<file path="config.mk">
export PLATFORM = sky130hd
export DESIGN_NAME = id_hazard_stage
export DESIGN_NICKNAME = d
export VERILOG_FILES = /design/src/rtl/id_hazard_stage.sv
export SDC_FILE = /design/constraint.sdc
export NUM_CORES = 1
export LEC_CHECK = 0
export CAP_MARGIN = 20
export CORE_MARGIN = 3
export CORE_UTILIZATION = 41
export CTS_CLUSTER_SIZE = 8
export DETAILED_ROUTE_END_ITERATION = 7
export GPL_TIMING_DRIVEN = 1
export PLACE_DENSITY = 0.79
export SETUP_SLACK_MARGIN = 0.05
export SLEW_MARGIN = 40
export SYNTH_ARGS = -nofsm -noshare
export SYNTH_HDL_FRONTEND = slang
export SYNTH_SLANG_ARGS = --single-unit
</file>
<file path="constraint.sdc">
create_clock -name clock -period 3.3 [get_ports clock]
set_input_delay 0.495 -clock clock [delete_from_list [all_inputs] [get_ports clock]]
set_output_delay 0.495 -clock clock [all_outputs]
set_load 0.005 [all_outputs]
</file>
<file path="src/rtl/id_hazard_stage.sv">
// id_hazard_stage: IF/ID pipeline register plus ID-stage branch/jump
// resolution and hazard detection for the 5-stage MIPS core.
// Latency: outputs are combinational from IF/ID state and same-cycle inputs.
// Backpressure: stall holds IF/ID and fetch; pc_sel redirects fetch and squashes.
//
// Ports:
//   clock, reset                 rising-edge clock, async active-high reset
//   instruction_code, pipl_pc    instruction and its PC+4 from fetch
//   rs_data, rt_data             register-file read data for rs_addr/rt_addr
//   ex_reg_write, ex_mem_read,
//   ex_dst                       EX-stage instruction info for hazards
//   mem_mem_read, mem_dst        MEM-stage load info for branch hazards
//   stall, pc_sel, pc_pip        fetch control: hold / redirect / target
//   rs_addr, rt_addr             register-file read addresses
//   ex_instr, ex_pc_plus4,
//   ex_valid                     instruction issued to EX (0 valid = bubble)
// Optional: define ID_PERF_CNT_EN to add stall_count / flush_count outputs.
module id_hazard_stage (
  input  logic        clock,
  input  logic        reset,
  input  logic [31:0] instruction_code,
  input  logic [31:0] pipl_pc,
  input  logic [31:0] rs_data,
  input  logic [31:0] rt_data,
  input  logic        ex_reg_write,
  input  logic        ex_mem_read,
  input  logic [4:0]  ex_dst,
  input  logic        mem_mem_read,
  input  logic [4:0]  mem_dst,
  output logic        stall,
  output logic        pc_sel,
  output logic [31:0] pc_pip,
  output logic [4:0]  rs_addr,
  output logic [4:0]  rt_addr,
  output logic [31:0] ex_instr,
  output logic [31:0] ex_pc_plus4,
  output logic        ex_valid
`ifdef ID_PERF_CNT_EN
  ,
  output logic [31:0] stall_count,
  output logic [31:0] flush_count
`endif
);

  localparam logic [5:0] OP_RTYPE = 6'b000000;
  localparam logic [5:0] OP_J     = 6'b000010;
  localparam logic [5:0] OP_JAL   = 6'b000011;
  localparam logic [5:0] OP_BEQ   = 6'b000100;
  localparam logic [5:0] OP_BNE   = 6'b000101;
  localparam logic [5:0] OP_LUI   = 6'b001111;
  localparam logic [5:0] OP_SW    = 6'b101011;

  // IF/ID register
  logic [31:0] id_instr_q, id_instr_d;
  logic [31:0] id_pc4_q,   id_pc4_d;
  logic        id_valid_q, id_valid_d;

  logic [5:0]  opcode;
  logic        is_beq, is_bne, is_branch, is_jump;
  logic        uses_rs, uses_rt;
  logic        load_use_haz, br_alu_haz, br_mem_haz;
  logic        taken;
  logic [31:0] br_target, j_target;

  // Register 0 is hardwired, so a write to it never creates a dependency.
  function automatic logic reg_match(input logic [4:0] d, input logic [4:0] r);
    return (d != 5'd0) && (d == r);
  endfunction

  assign opcode    = id_instr_q[31:26];
  assign rs_addr   = id_instr_q[25:21];
  assign rt_addr   = id_instr_q[20:16];

  assign is_beq    = (opcode == OP_BEQ);
  assign is_bne    = (opcode == OP_BNE);
  assign is_branch = is_beq | is_bne;
  assign is_jump   = (opcode == OP_J) | (opcode == OP_JAL);
  assign uses_rs   = !(is_jump | (opcode == OP_LUI));
  assign uses_rt   = (opcode == OP_RTYPE) | is_branch | (opcode == OP_SW);

  assign load_use_haz = ex_mem_read &
                        ((uses_rs & reg_match(ex_dst, rs_addr)) |
                         (uses_rt & reg_match(ex_dst, rt_addr)));
  // Branches compare in ID, so any producer still in EX must be waited on;
  // a load in MEM has no data yet either, giving the second stall cycle.
  assign br_alu_haz   = is_branch & ex_reg_write &
                        (reg_match(ex_dst, rs_addr) | reg_match(ex_dst, rt_addr));
  assign br_mem_haz   = is_branch & mem_mem_read &
                        (reg_match(mem_dst, rs_addr) | reg_match(mem_dst, rt_addr));

  assign stall = id_valid_q & (load_use_haz | br_alu_haz | br_mem_haz);

  assign taken = (is_beq & (rs_data == rt_data)) |
                 (is_bne & (rs_data != rt_data)) |
                 is_jump;

  assign pc_sel = id_valid_q & !stall & taken;

  assign br_target = id_pc4_q + {{14{id_instr_q[15]}}, id_instr_q[15:0], 2'b00};
  assign j_target  = {id_pc4_q[31:28], id_instr_q[25:0], 2'b00};
  assign pc_pip    = is_jump ? j_target : br_target;

  assign ex_instr    = id_instr_q;
  assign ex_pc_plus4 = id_pc4_q;
  assign ex_valid    = id_valid_q & !stall;

  always_comb begin
    id_instr_d = id_instr_q;
    id_pc4_d   = id_pc4_q;
    id_valid_d = id_valid_q;
    if (stall) begin
      // hold all fields
    end else if (pc_sel) begin
      // squash the sequential-path instruction (no delay slot)
      id_valid_d = 1'b0;
      id_instr_d = 32'd0;
    end else begin
      id_instr_d = instruction_code;
      id_pc4_d   = pipl_pc;
      id_valid_d = 1'b1;
    end
  end

  always_ff @(posedge clock or posedge reset) begin
    if (reset) begin
      id_instr_q <= 32'd0;
      id_pc4_q   <= 32'd0;
      id_valid_q <= 1'b0;
    end else begin
      id_instr_q <= id_instr_d;
      id_pc4_q   <= id_pc4_d;
      id_valid_q <= id_valid_d;
    end
  end

`ifdef ID_PERF_CNT_EN
  logic [31:0] stall_cnt_q, stall_cnt_d;
  logic [31:0] flush_cnt_q, flush_cnt_d;

  assign stall_cnt_d = stall_cnt_q + {31'd0, stall};
  assign flush_cnt_d = flush_cnt_q + {31'd0, pc_sel};

  always_ff @(posedge clock or posedge reset) begin
    if (reset) begin
      stall_cnt_q <= 32'd0;
      flush_cnt_q <= 32'd0;
    end else begin
      stall_cnt_q <= stall_cnt_d;
      flush_cnt_q <= flush_cnt_d;
    end
  end

  assign stall_count = stall_cnt_q;
  assign flush_count = flush_cnt_q;
`endif

endmodule

</file>
==> results of run 1 <==
[through the flow]
step,power (uW),cells,util (%)
detailed placement,2800,978,71.7
global placement,2750,978,71.7
floorplan,1720,506,-
CTS,3820,1005,75.8
global route,4090,1014,77.3
finish,3890,1014,77.3
[kinds of logic after synthesis]
family	share of synthesized area, %
simple gates	10.5
fa+ha+maj	7.83
mux	8.26
buf+inv	3.99
compound gates	21.5
xor+xnor	14.7
flops	33.3
[cells in the final DEF (no fill, tap or decap), types with 4 or more instances in the layout]
cell             count
inv_1                6
a21o_1              17
nand3_1              6
buf_4              116
a22o_1              32
and3_1               4
nor2_1              12
o211ai_1             4
nand2_1             39
xnor2_1             22
a21oi_1             19
buf_6                7
clkdlybuf4s50_1    223
clkbuf_16            9
mux2_2              34
dfrtp_1             64
nand4_1              6
xor2_1              54
ha_1                27
a21oi_2              8
buf_2               22
xnor2_2              4
nor3_1               4
nor4_1              10
o21ai_0             16
o21ai_1             22
[worst max-delay path by stage]
stage | startpoint | endpoint | cells past startpoint
after floorplan | ex_instr[15] | pc_pip[31] | 10
after global placement | ex_instr[0] | pc_pip[26] | 11
after detailed placement | ex_instr[0] | pc_pip[26] | 11
after CTS | ex_pc_plus4[3] | pc_pip[25] | 10
after global routing | ex_instr[1] | pc_pip[29] | 12
final | ex_instr[1] | pc_pip[29] | 12
[cell type report]
type / count / area (um^2) / area share, %
Clock buffer: 11 / 253 / 2.84
Tap cell: 143 / 179 / 2.01
Timing Repair Buffer: 378 / 3420 / 38.4
Sequential cell: 65 / 1630 / 18.3
Multi-Input combinational cell: 406 / 3340 / 37.5
Clock inverter: 4 / 52.6 / 0.591
Inverter: 7 / 28.8 / 0.323
[report_power, final]
part	leakage (uW)	internal [uW]	switching (uW)
sequential	0.000759	872	88.0
clock	0.000140	621	347
combinational	0.00299	1120	842
total	0.00389	2610	1280
[per-layer routing]
metal  GRT usage, %  share of wire [%]
met1           31.1                 38
met2           51.2                 52
met3           4.32                6.0
met4           15.3                4.0
met5              0                  0
[timing repair]
item | CTS | global route
pin swaps | 61 | 45
gates resized for setup | 152 | 28
buffers inserted | 14 | 10
endpoints found under the setup margin | 27 | 22
[registers in the layout (all words and copies together) (netlist names)]
signal,flops
ex_instr,32
ex_pc_plus4,32
id_valid_q,1
[worst max-delay path, delay by kind of cell, from the launching register on]
kind / cells / cell delay, ns
compound gates: 7 / 1.47
flops: 1 / 0.38
fa+ha+maj: 1 / 0.32
xor+xnor: 1 / 0.09
buf+inv: 3 / 0.49
==> run_results.csv, run 1 <==
group,metric,value,unit
floorplan,rows,39,
sta,finalCritPeriodShare,108,%
sta,max_freq,279,MHz
placed_design,dp_slack,-0.434,ns
worst_setup_path,cpPeakStageDelay,0.38,ns
sta,hold_viol,0,
synth,syn_avg_cell_area,9.67,um^2
worst_setup_path,cpMaxStageDelayCell,"dfrtp_1",
placed_design,dp_hpwl,14.9,mm
synth,async_flop_share,100,%
finish,syn_to_final_growth,81.9,%
synth,synth_edf_count,0,
clock_network,htree_levels,3,
power_and_ir_drop,leakagePower,0.00389,uW
global_routing,grt_max_degree,60,
worst_hold_path,hold_end,"ex_pc_plus4[1]",
synth,ys.flop_type,"dfrtp_1",
clock_network,numCtsBuffers,9,
power_and_ir_drop,cellPowerDensity,437,nW/um^2
global_routing,grt_pass1_vias,5898,
clock_network,clk_latency,0.34,ns
synth,yosysUniqueCellTypes,51,
route,vias_per_cell,5.46,
clock_network,hold_buffers,0,
sta,fin_setup_tns,-1.51,ns
sta,setup_viol,14,
synth,ys_ff_latch,65,
floorplan,die_x,115,um
placed_design,placed_area,8260,um^2
finish,nets,1040,
finish,post_route_cells_drive_above_1_share,28.5,%
worst_setup_path,reg2reg_depth,8,
synth,post-synth-top-count-cell,"dfrtp_1",
route,routedWlPerCell,19.4,um
floorplan,core,11500,um^2
worst_setup_path,critPathMaxFanout,4,
floorplan,die_area,13300,um^2
sta,slew_headroom,60.9,%
floorplan,dieHeight,115,um
synth,synthTopCellsByCount,"dfrtp_1 (65), xor2_1 (56), o21ai_0 (42)",
worst_hold_path,holdPathStages,1,
worst_hold_path,hp-class,"reg -> reg",
global_routing,overflow,0,
global_routing,antenna_found_initial,0,
sta,fin_hold_ws,0.524,ns
sta,skew,0.00721,ns
sta,maxSlewViolCount,0,
worst_hold_path,min_from,"ex_pc_plus4[1]",
clock_network,clock-sinks,65,
clock_network,clock_path_buffers,2,
synth,yosysTopAreaCell,"dfrtp_1",
worst_setup_path,start_kind,"register",
synth,synth_top_cell_area_share,33.3,%
finish,final_area,8900,um^2
worst_setup_path,crit_chain,"ha_1, a211o_1, a2111oi_2, buf_4, o211ai_1, a21oi_2, o21ai_2, buf_4, a21oi_4, xnor2_1, o21ai_1, buf_2",
synth,yosysSeqAreaShare,33.3,%
route,drc,0,
worst_setup_path,rr_startpoint,"ex_instr[29]",
synth,netlist_area,4890,um^2
worst_setup_path,critPathArrivalTime,3.09,ns
route,drtIter0Drc,221,
route,routed_wirelength,19.7,mm
synth,synth_area_leaders,"dfrtp_1 (33%), xor2_1 (10%), mux2_2 (7.8%)",
synth,syn_inst,506,
route,antenna_left,0,
synth,syn_nets,679,
synth,yosys_warnings,0,
sta,worstMarginPinSlew,0.586,ns
sta,rsz0062_at_grt,"yes",
floorplan,ios,252,
clock_network,clk_root_buffer_cell,"clkbuf_16",
route,drtPass1Iterations,5,
placed_design,globalplace.congestion,0.916,
worst_setup_path,setup.worst_path.class,"reg -> out",
global_routing,grt_use_total,28.1,%
floorplan,start_util,42.5,%
worst_setup_path,cp_common_cell,"buf_4",
clock_network,cts_tree,"yes",
finish,antenna_cells,0,
status,status,"finished with violations",
flow_run,maxCapViolCount,0,
sta,setup_ws,-0.280,ns
worst_setup_path,r2r-end,"ex_pc_plus4[24]",
sta,min_period,3.58,ns
clock_network,cts.clk_slew.worst_paths,0.06,ns
finish,n_fill_cell,803,
placed_design,numPortBuffers,251,
worst_setup_path,crit_required,2.80,ns
status,violations,"setup timing",
power_and_ir_drop,ir_worst_vdd,298,uV
worst_setup_path,cp-end-kind,"output pin",
global_routing,grt_pass1_wl,29.3,mm
worst_setup_path,rrSetupSlack,0.80,ns
route,vias,5538,
Power figures use the tool's default switching activity.
==> run 2: changes to the inputs <==
- GPL_TIMING_DRIVEN: 1 -> unset
==> results of run 2 <==
The final DEF is identical to that of run 1; final timing and power are the same.
